## src/rtl/multicycle_ctrl.sv

```systemverilog
// multicycle_ctrl: multi-cycle sequencer for the nanoLADA datapath.
// Steps each instruction through FETCH, DECODE, EXEC, MEM, WB and an optional
// MUL/DIV wait state. Holds memory requests until ready and issues
// single-cycle write strobes.
//
// Build option: define MULDIV_EN to route MUL/DIV through the MDWAIT state
// using the md_start/md_done handshake. When it is undefined, MUL/DIV decode
// as illegal and md_start never asserts.
//
// Handshake rule: imem_req/dmem_req are held high, with all outputs stable,
// until the matching *_ready is seen high on a rising clock edge. The
// transfer completes on that edge. md_start is a one-cycle pulse, and md_done
// is only looked at in MDWAIT.
module multicycle_ctrl (
    input  logic       clk,
    input  logic       reset,
    input  logic [5:0] opcode,
    input  logic [5:0] funct,
    input  logic       z_flag,
    input  logic       imem_ready,
    input  logic       dmem_ready,
    input  logic       md_done,
    output logic       imem_req,
    output logic       dmem_req,
    output logic       pc_wr,
    output logic       ir_wr,
    output logic       reg_wr,
    output logic       mem_wr,
    output logic       md_start,
    output logic       sel_pc,
    output logic       sel_addpc,
    output logic       sel_wr,
    output logic       sel_b,
    output logic       sel_data,
    output logic [1:0] ext_ops,
    output logic [5:0] alu_ops,
    output logic       retire,
    output logic       illegal,
    output logic [2:0] state
);

    typedef enum logic [2:0] {
        S_FETCH  = 3'd0,
        S_DECODE = 3'd1,
        S_EXEC   = 3'd2,
        S_MEM    = 3'd3,
        S_WB     = 3'd4,
        S_MDWAIT = 3'd5
    } state_t;

    localparam logic [5:0] OP_RTYPE = 6'h00;
    localparam logic [5:0] OP_J     = 6'h02;
    localparam logic [5:0] OP_BEQ   = 6'h04;
    localparam logic [5:0] OP_BNE   = 6'h05;
    localparam logic [5:0] OP_ORI   = 6'h0d;
    localparam logic [5:0] OP_LW    = 6'h23;
    localparam logic [5:0] OP_SW    = 6'h2b;

    localparam logic [5:0] F_ADD = 6'h20;
    localparam logic [5:0] F_SUB = 6'h22;
    localparam logic [5:0] F_AND = 6'h24;
    localparam logic [5:0] F_OR  = 6'h25;
    localparam logic [5:0] F_XOR = 6'h26;
    localparam logic [5:0] F_SLT = 6'h2a;
    localparam logic [5:0] F_MUL = 6'h18;
    localparam logic [5:0] F_DIV = 6'h1a;

    state_t state_q, state_d;

    logic is_rtype, is_j, is_beq, is_bne, is_ori, is_lw, is_sw, is_md;
    logic funct_ok, legal;

    // Classify the instruction held in IR and decide whether it is legal.
    always_comb begin
        is_rtype = (opcode == OP_RTYPE);
        is_j     = (opcode == OP_J);
        is_beq   = (opcode == OP_BEQ);
        is_bne   = (opcode == OP_BNE);
        is_ori   = (opcode == OP_ORI);
        is_lw    = (opcode == OP_LW);
        is_sw    = (opcode == OP_SW);
        is_md    = 1'b0;
`ifdef MULDIV_EN
        is_md    = is_rtype && ((funct == F_MUL) || (funct == F_DIV));
`endif
        funct_ok = (funct inside {F_ADD, F_SUB, F_AND, F_OR, F_XOR, F_SLT}) || is_md;
        legal    = (is_rtype && funct_ok) || is_j || is_beq || is_bne ||
                   is_ori || is_lw || is_sw;
    end

    // Datapath steering; the PC mux is pinned to PC+4 while fetching.
    always_comb begin
        alu_ops = F_ADD;
        if (is_rtype) begin
            alu_ops = funct;
        end else if (is_ori) begin
            alu_ops = F_OR;
        end else if (is_beq || is_bne) begin
            alu_ops = F_SUB;
        end
        sel_b     = is_rtype || is_beq || is_bne;
        ext_ops   = (is_lw || is_sw || is_beq || is_bne) ? 2'b01 : 2'b00;
        sel_wr    = is_rtype;
        sel_data  = is_lw;
        sel_pc    = is_j && (state_q != S_FETCH);
        sel_addpc = (is_beq || is_bne) && (state_q != S_FETCH);
    end

    // Next-state and strobe decode; reset masks every strobe in the same cycle.
    always_comb begin
        state_d  = state_q;
        imem_req = 1'b0;
        dmem_req = 1'b0;
        pc_wr    = 1'b0;
        ir_wr    = 1'b0;
        reg_wr   = 1'b0;
        mem_wr   = 1'b0;
        md_start = 1'b0;
        retire   = 1'b0;
        illegal  = 1'b0;
        case (state_q)
            S_FETCH: begin
                imem_req = 1'b1;
                if (imem_ready) begin
                    ir_wr   = 1'b1;
                    pc_wr   = 1'b1;
                    state_d = S_DECODE;
                end
            end
            S_DECODE: begin
                if (!legal) begin
                    illegal = 1'b1;
                    state_d = S_FETCH;
                end else begin
                    state_d = S_EXEC;
                end
            end
            S_EXEC: begin
                if (is_j) begin
                    pc_wr   = 1'b1;
                    retire  = 1'b1;
                    state_d = S_FETCH;
                end else if (is_beq || is_bne) begin
                    pc_wr   = is_beq ? z_flag : !z_flag;
                    retire  = 1'b1;
                    state_d = S_FETCH;
                end else if (is_lw || is_sw) begin
                    state_d = S_MEM;
                end else if (is_md) begin
                    md_start = 1'b1;
                    state_d  = S_MDWAIT;
                end else begin
                    state_d = S_WB;
                end
            end
            S_MEM: begin
                dmem_req = 1'b1;
                mem_wr   = is_sw;
                if (dmem_ready) begin
                    if (is_sw) begin
                        retire  = 1'b1;
                        state_d = S_FETCH;
                    end else begin
                        state_d = S_WB;
                    end
                end
            end
            S_MDWAIT: begin
                if (md_done) begin
                    state_d = S_WB;
                end
            end
            S_WB: begin
                reg_wr  = 1'b1;
                retire  = 1'b1;
                state_d = S_FETCH;
            end
            default: state_d = S_FETCH;
        endcase
        if (reset) begin
            imem_req = 1'b0;
            dmem_req = 1'b0;
            pc_wr    = 1'b0;
            ir_wr    = 1'b0;
            reg_wr   = 1'b0;
            mem_wr   = 1'b0;
            md_start = 1'b0;
            retire   = 1'b0;
            illegal  = 1'b0;
        end
    end

    // State register with synchronous reset to FETCH.
    always_ff @(posedge clk) begin
        if (reset) begin
            state_q <= S_FETCH;
        end else begin
            state_q <= state_d;
        end
    end

    assign state = state_q;

endmodule

```

## config.mk

```make
export PLATFORM = sky130hd
export DESIGN_NAME = multicycle_ctrl
export DESIGN_NICKNAME = d
export VERILOG_FILES = /design/src/rtl/multicycle_ctrl.sv
export SDC_FILE = /design/constraint.sdc
export NUM_CORES = 1
export LEC_CHECK = 0
export CAP_MARGIN = 20
export CORE_MARGIN = 2
export CORE_UTILIZATION = 31
export DETAILED_ROUTE_END_ITERATION = 10
export PLACE_DENSITY = 0.79
export RECOVER_POWER = 100
export SLEW_MARGIN = 20
export SYNTH_ARGS = -nofsm -noshare
export SYNTH_HDL_FRONTEND = slang
export SYNTH_SLANG_ARGS = --single-unit
```

## constraint.sdc

```tcl
create_clock -name clk -period 1.7 [get_ports clk]
set_clock_uncertainty 0.15 [all_clocks]
set_input_delay 0.255 -clock clk [delete_from_list [all_inputs] [get_ports clk]]
set_output_delay 0.255 -clock clk [all_outputs]
set_load 0.02 [all_outputs]
```

* Word-level counts from Yosys, hierarchy flattened
Index checks and enable logic that the tools add are counted.
Cells by class: add/sub/neg operators 0, multiply operators 0, div/mod/pow operators 0, magnitude comparators 0, eq/ne operators 20, shift-type cells 0, multiplexer cells 38, bitwise gates (word level) 0, reductions and logical operators 21
Operator list (count):
- 6-bit == test (second input constant) | 8
- 1-bit two-way mux | 24
- 3-bit two-way mux | 8
- 3-bit one-hot mux with 5 select lines | 1
- 6-bit by 3-bit == test with 1-bit output (second input constant) | 2
- 1-bit logical OR | 12
- 3-bit by 2-bit == test with 1-bit output (second input constant) | 2
- 3-bit == test (second input constant) | 2
- 6-bit by 2-bit == test with 1-bit output (second input constant) | 1
- 6-bit by 4-bit == test with 1-bit output (second input constant) | 1
- 6-bit logical NOT | 1
- 6-bit two-way mux | 1
- 2-bit inequality test (second input constant) | 3
- 6-bit nonzero test | 1
- 2-bit two-way mux | 2
- 3-bit by 1-bit == test with 1-bit output (second input constant) | 1
- 1-bit logical AND | 3
- 3-bit logical NOT | 1
- 1-bit one-hot mux with 3 select lines | 1
- 3-bit AND reduction | 1
- 3-bit nonzero test | 1
- 1-bit one-hot mux with 2 select lines | 1
- 1-bit logical NOT | 1
Word-level totals: flip-flop bits (word level) 3, bits in latches 0, RAM bits 0, memory bits (read-only) 0, input bits 18, output and inout bits 25, logic and storage cells 80, memories 0

* Depth between registers and ports, before layout
Gate-level depths: netlist (run 1).
word-level depth 12, depth in mapped cells 5, depth with buffers taken out 4

* Worst setup path after synthesis (run 1)
No wires, ideal clock.
path type register -> output, from register state_q[0] (netlist: state[0]), to output illegal, arrival 1754 ps, required time 1295 ps, setup slack -459 ps, stages on the path, launching flop included 5, path buffers 1, cell sequence dfxtp_1 > clkbuf_1 > nor2b_1 > nand2_1 > nor4b_1
On the way: longest elaborated chain between the ends 3
Ends and longest elaborated chain:
- start: declaration | RTL line 68 | state_t state_q, state_d;
- start signal: assignment | RTL line 198 | state_q <= state_d;
- 3-bit by 1-bit == test with 1-bit output | RTL line 121 | case (state_q)
- 1-bit two-way mux | RTL line 121
- 1-bit two-way mux | RTL line 180 | if (reset) begin
- end: declaration | RTL line 38 | output logic illegal,
Every way passes these cells.

* Worst setup path after layout (run 1)
from input opcode[5], to output illegal
On the way: longest elaborated chain between the ends 11, elaborated cells on any way between the ends 17, classes of those cells eq/ne: 6; mux: 3; reduce/logical: 8
Ends and longest elaborated chain:
- start: declaration | RTL line 17 | input logic [5:0] opcode,
- 6-bit logical NOT | RTL line 75 | is_rtype = (opcode == OP_RTYPE);
- 1-bit logical AND | RTL line 87 | legal = (is_rtype && funct_ok) || is_j || is_beq || is_bne ||
- 1-bit logical OR (4 in series) | RTL line 87
- 1-bit logical OR | RTL line 88 | is_ori || is_lw || is_sw;
- 1-bit logical OR * | RTL line 88
- 1-bit two-way mux * | RTL line 131 | if (!legal) begin
- 1-bit two-way mux * | RTL line 121
- 1-bit two-way mux * | RTL line 180
Every way passes the cells marked *; elsewhere a longest branch is shown, timed or not.

==> flow_summary.yaml, run 1 <==
timing:
  finalCriticalPeriod_ns: 1.93
  setup_viol: 19
  fin_ws_ns: -0.230
  final_max_slew_viol_count: 0
  report.final.hold_viol_count: 0
  hold_slack_ns: 0.342
  setup_tns_ns: -1.78
  finalCritPeriodShare_pct: 114
  rsz0062_at_grt: "yes"
  max_freq_ghz: 0.518
floorplanning:
  placementRows: 16
  die_area_um2: 2340
  core_um2: 1900
  die_h_um: 48.3
  start_util_pct: 32.0
  die_x_um: 48.3
  ioPinCount: 43
detailed_routing:
  dr_total_vias: 1125
  drt-vias-per-instance: 5.49
  routedWlPerCell_um: 18.1
  antenna_left: 0
  drc_errors: 0
  wl_mm: 3.71
  drt_iter0_drc: 50
  dr.pass1.iters: 4
placement:
  hpwlAfterDp_mm: 2.06
  io_buffers: 40
  gp_congestion: 0.866
layout:
  syn_to_final_growth_pct: 171
  diodes: 0
  seq_area_um2: 65.1
  final_cell_mix: "44 x buf_4, 25 x buf_6, 10 x nand2_1"
  post-route-util_pct: 86.8
  largest_reg_flops: 3
  fillCellCount: 93
  final_common_cell: "buf_4"
  drive_gt1_share_pct: 65.2
  multi_input_area_um2: 733
  nNetsFinal: 197
power:
  p_sw_uw: 209
  power_frac_comb_pct: 57.3
  irDropWorstVdd_uv: 233
  intPower_uw: 320
  p_leak_nw: 0.785
  pwr-share-clk_pct: 27.3
  p_seq_share_pct: 15.4
  p_sw_share_pct: 39.5
  power_density_nw_per_um2: 320
hold_path:
  hold_path_depth: 3
  hold_class: "input port to register"
  min_to: "state[0]$_SDFFE_PP0P_"
  min-delay-start: "reset"
setup_path:
  r2r-start: "state[1]$_SDFFE_PP0P_"
  cp_data_arrival_time_ns: 1.52
  r2r_setup_slack_ns: -0.12
  crit_top_cell: "buf_4"
  cp_max_fo: 4
  critPathMaxStageDelay_ns: 0.25
  critPathLaunch: "opcode[5]"
  worst_setup_path_end_kind: "primary output"
  cp_data_required_time_ns: 1.29
  crit_type: "input port to primary output"
  path_buf_inv: 4
  crit_family: "simple AND/OR/NAND/NOR gates"
  reg2reg_depth: 5
  start_kind: "input port"
  worstPathCellList: "buf_6 > buf_4 > nand4b_1 > buf_4 > o311ai_2 > and2_4 > nor4b_4 > buf_4"
  r2r-end: "state[1]$_SDFFE_PP0P_"
  cpMaxStageDelayCell: "nor4b_4"
clocking:
  clockBufferDepth: 2
  cts_inserted_buffers: 3
  cts_tree: "done"
  cts_root_buf: "clkbuf_4"
  ctsHoldBuffers: 0
  clkSlewWorstSetupHoldPaths_ns: 0.06
  cts.sinks: 3
  worstSkewPairLatency_ns: 0.25
  cts-htree-levels: 1
synth:
  syn_inst: 90
  ys_seq_area_share_pct: 9.86
  avgSynthCellArea_um2: 6.77
  synth-edff-count: 0
  ys_types: 40
  ys_ff_latch: 3
  yosysWarnings: 0
  ys.flop_type: "dfxtp_1"
  synthArstFlopShare_pct: 0
  synth_area_um2: 609
status:
  violations: "negative setup slack"
  status: "finished, violations left"
grt:
  grtUsageMet2_pct: 54.6
  grt_max_degree: 12
  grtUsageTotal_pct: 26.4
  use_met3_pct: 6.17
  overflow: 0
  grt_pass1_vias: 1048
  grt.met1_usage_pct: 24.7
  grt_pass1_wl_mm: 4.85
  antenna_found_initial: 0
  busiest_layer: "met2"
flow_run:
  maxCapViolations: 0
[power by group through the flow]
stage               sequential, mW  clock, mW  combinational (mW)
finish                      0.0814      0.145               0.303
floorplan                   0.0842          0              0.0954
global route                0.0820      0.159               0.317
CTS                         0.0803      0.129               0.260
global placement            0.0814          0               0.237
detailed placement          0.0819          0               0.245
[layer usage]
layer / vias up / routed length, um
met5: - / 0
met4: 0 / 120
met3: 16 / 181
met2: 55 / 2020
met1: 547 / 1380
li1: 507 / -
[cells by family after synthesis]
kind of cell	after synthesis	synth area share, %
and+or+nand+nor	58	60.6
buffers and inverters	10	8.62
AOI/OAI and AO/OA	18	20.3
other	1	0.615
DFF	3	9.86
[cell type report]
type	instances	area share, %
Clock buffer	4	1.59
Timing Repair Buffer	88	46.9
Tap cell	27	2.05
Inverter	5	1.14
Multi-Input combinational cell	78	44.4
Sequential cell	3	3.94
[tightest hold or removal path, cell delays in order]
cell           delay (ns)
dlygate4sd2_1        0.28
buf_4                0.15
a21oi_2              0.03
[Yosys cell counts (2+ instances only)]
master,instances,area share (%)
or3_1,2,2.1
nor2b_1,2,2.1
nand2b_1,6,6.2
nor2_1,7,4.3
o21ai_0,2,1.6
buf_4,2,2.5
inv_1,5,3.1
nor3_1,5,4.1
dfxtp_1,3,9.9
clkbuf_1,2,1.2
nand2_1,11,6.8
nand3b_1,2,2.5
nor4_1,3,3.1
o31ai_1,2,2.5
a21oi_1,5,4.1
and2_1,5,5.1
nor3b_1,2,2.5
o211ai_1,2,2.5
[worst max-delay path by stage]
| stage | to | slack [ns] | depth (start not counted) |
|---|---|---|---|
| global route | illegal | -0.29 | 8 |
| floorplan | pc_wr | -0.05 | 4 |
| global placement | pc_wr | -1.07 | 6 |
| finish | illegal | -0.23 | 8 |
| detailed placement | pc_wr | -1.15 | 6 |
| CTS | pc_wr | -0.22 | 6 |
[per-stage QoR]
step | worst slack (ns) | cells | cell area, um2 | power (mW)
floorplan | -0.0467 | 91 | 689 | 0.180
global placement | -1.07 | 191 | 1370 | 0.319
detailed placement | -1.15 | 191 | 1370 | 0.327
CTS | -0.223 | 199 | 1480 | 0.469
global route | -0.287 | 205 | 1650 | 0.558
finish | -0.230 | 205 | 1650 | 0.529
[repair_timing]
action,in CTS,in global routing
resized for setup,156,43
buffers inserted,4,6
gates cloned,0,0
setup endpoints to repair,26,22
pin swaps,14,15
No activity file was read; power rests on OpenSTA's default activity.
==> run 2: changes to the inputs <==
--- a/config.mk
+++ b/config.mk
@@ -6,10 +6,12 @@
 export NUM_CORES = 1
 export LEC_CHECK = 0
 export CAP_MARGIN = 20
+export CELL_PAD_IN_SITES_DETAIL_PLACEMENT = 2
+export CELL_PAD_IN_SITES_GLOBAL_PLACEMENT = 2
 export CORE_MARGIN = 2
-export CORE_UTILIZATION = 31
+export CORE_UTILIZATION = 14
 export DETAILED_ROUTE_END_ITERATION = 10
-export PLACE_DENSITY = 0.79
+export PLACE_DENSITY = 0.75
 export RECOVER_POWER = 100
 export SLEW_MARGIN = 20
 export SYNTH_ARGS = -nofsm -noshare
==> run 2 against run 1 <==
  * The run still ends with negative setup slack left
  * Combinational power rose by 6.6%
  * Via count fell by 4.4%
  * Cell count increased by 11%
  * First-iteration DRC count fell by 36%
  * Routed wire length increased by 23%
  * Count of clock-buffer cells in the layout unchanged
  * Worst hold slack got worse by 0.10 ns
  * Core utilization down 43 points
  * Non-clock buffer count unchanged
  * Flip-flop and latch count stayed put
  * Worst setup slack got worse by 0.031 ns
==> flow_summary.yaml, run 2 (synthesized netlist as in run 1, its figures left out) <==
layout:
  final_cell_mix: "41 x buf_4, 25 x buf_6, 7 x nand2_2"
  drive_gt1_share_pct: 72.5
  syn_to_final_growth_pct: 192
  nNetsFinal: 197
  fin_cells: 228
  finalInstanceArea_um2: 1780
  diodes: 0
  largest_reg_flops: 3
  final_common_cell: "buf_4"
  post-route-util_pct: 43.6
  fillCellCount: 444
timing:
  report.final.hold_viol_count: 0
  hold_slack_ns: 0.242
  finalCritPeriodShare_pct: 115
  fin_ws_ns: -0.261
  setup_tns_ns: -2.27
  setup_viol: 17
  finalCriticalPeriod_ns: 1.96
  rsz0062_at_grt: "yes"
  final_max_slew_viol_count: 0
  max_freq_ghz: 0.510
floorplanning:
  core_um2: 4090
  ioPinCount: 43
  die_area_um2: 4900
  placementRows: 23
  die_x_um: 70.0
  start_util_pct: 14.9
  die_h_um: 70.0
power:
  pwr-share-clk_pct: 34.8
  p_sw_uw: 223
  p_sw_share_pct: 35.9
  power_uw: 620
  irDropWorstVdd_uv: 143
  power_density_nw_per_um2: 348
  power_frac_comb_pct: 52.0
  p_seq_share_pct: 13.2
  p_leak_nw: 0.815
  intPower_uw: 397
setup_path:
  critPathLaunch: "opcode[1]"
  cp_data_required_time_ns: 1.29
  start_kind: "input port"
  worstPathCellList: "buf_8 > buf_6 > nor3_4 > nor4b_4 > buf_4 > o2111ai_4 > nor4b_4 > buf_4"
  cp.depth: 8
  cp_data_arrival_time_ns: 1.56
  cp_max_fo: 5
  cpMaxStageDelayCell: "nor4b_4"
  worst_setup_path_end_kind: "primary output"
  reg2reg_depth: 5
  crit_family: "simple AND/OR/NAND/NOR gates"
  path_buf_inv: 4
  crit_type: "input port to primary output"
  r2r-start: "state[1]$_SDFFE_PP0P_"
  critPathMaxStageDelay_ns: 0.28
placement:
  place_ws_ns: -1.24
  hpwlAfterDp_mm: 3.03
  io_buffers: 40
  place_area_um2: 1390
  gp_congestion: 0.840
  dp_cells: 213
clocking:
  cts.sinks: 3
  worstSkewPairLatency_ns: 0.22
  cts_inserted_buffers: 3
  clkSlewWorstSetupHoldPaths_ns: 0.03
  ctsHoldBuffers: 0
  clockBufferDepth: 2
  cts_tree: "done"
  cts_root_buf: "clkbuf_8"
  cts-htree-levels: 1
detailed_routing:
  drt-vias-per-instance: 4.72
  routedWlPerCell_um: 19.9
  drt_iter0_drc: 32
  dr.pass1.iters: 2
  wl_mm: 4.54
  antenna_left: 0
  drc_errors: 0
  dr_total_vias: 1076
grt:
  grt_max_degree: 11
  overflow: 0
  grt_pass1_vias: 1264
  grt_pass1_wl_mm: 7.18
  antenna_found_initial: 0
  grtUsageTotal_pct: 18.6
flow_run:
  maxCapViolations: 0
status:
  violations: "negative setup slack"
  status: "finished, violations left"
hold_path:
  hold_class: "input port to register"
  min-delay-start: "reset"
  hold_path_depth: 3
==> run 2: changes by cell type in the layout (fill, tap and decap cells not counted), sizes merged <==
cell and delta:
dlygate4sd2 -2, clkbuf +1, clkdlybuf4s50 +1
==> run 2: final cells by class <==
cell class / instances / area, um2 / share of cell area [%]
Timing Repair Buffer: 88 / 811 / 45.5
Tap cell: 50 / 62.6 / 3.51
Clock buffer: 4 / 45.0 / 2.53
Multi-Input combinational cell: 78 / 779 / 43.7
Inverter: 5 / 18.8 / 1.05
Sequential cell: 3 / 65.1 / 3.65
==> run 2: per-layer routing <==
layer | vias to the layer above | wire length, um | global-route usage (%)
met1 | 539 | 1780 | 20.8
met3 | 10 | 88 | 1.59
li1 | 504 | - | -
met2 | 23 | 2560 | 34.9
met4 | 0 | 119 | 8.76
met5 | - | 0 | 0
==> run 2: worst reg2reg max path, stage by stage, from the launching register on <==
cell and delay, ns:
dfxtp_1 0.48, buf_4 0.21, or3b_4 0.40, o31ai_4 0.21
o21bai_1 0.11, a31oi_1 0.14
==> run 2: power groups by stage <==
stage / sequential (mW) / combinational (mW) / clock, mW
floorplan: 0.0842 / 0.0954 / 0
global placement: 0.0809 / 0.243 / 0
detailed placement: 0.0813 / 0.257 / 0
CTS: 0.0805 / 0.291 / 0.219
global route: 0.0827 / 0.340 / 0.226
finish: 0.0818 / 0.323 / 0.216
==> run 2: path summary, 6_finish.rpt <==
path | to | slack [ns]
worst max-delay path | illegal | -0.26
worst min-delay path | state[0]$_SDFFE_PP0P_ | 0.24
worst max register to register | state[1]$_SDFFE_PP0P_ | -0.07
worst min register to register | state[0]$_SDFFE_PP0P_ | 0.60
==> run 2: repair_timing <==
| action | in CTS | in global routing |
|---|---|---|
| endpoints found under the setup margin | 26 | 21 |
| pin swaps | 17 | 12 |
| resized for setup | 200 | 32 |
| buffers inserted | 7 | 5 |
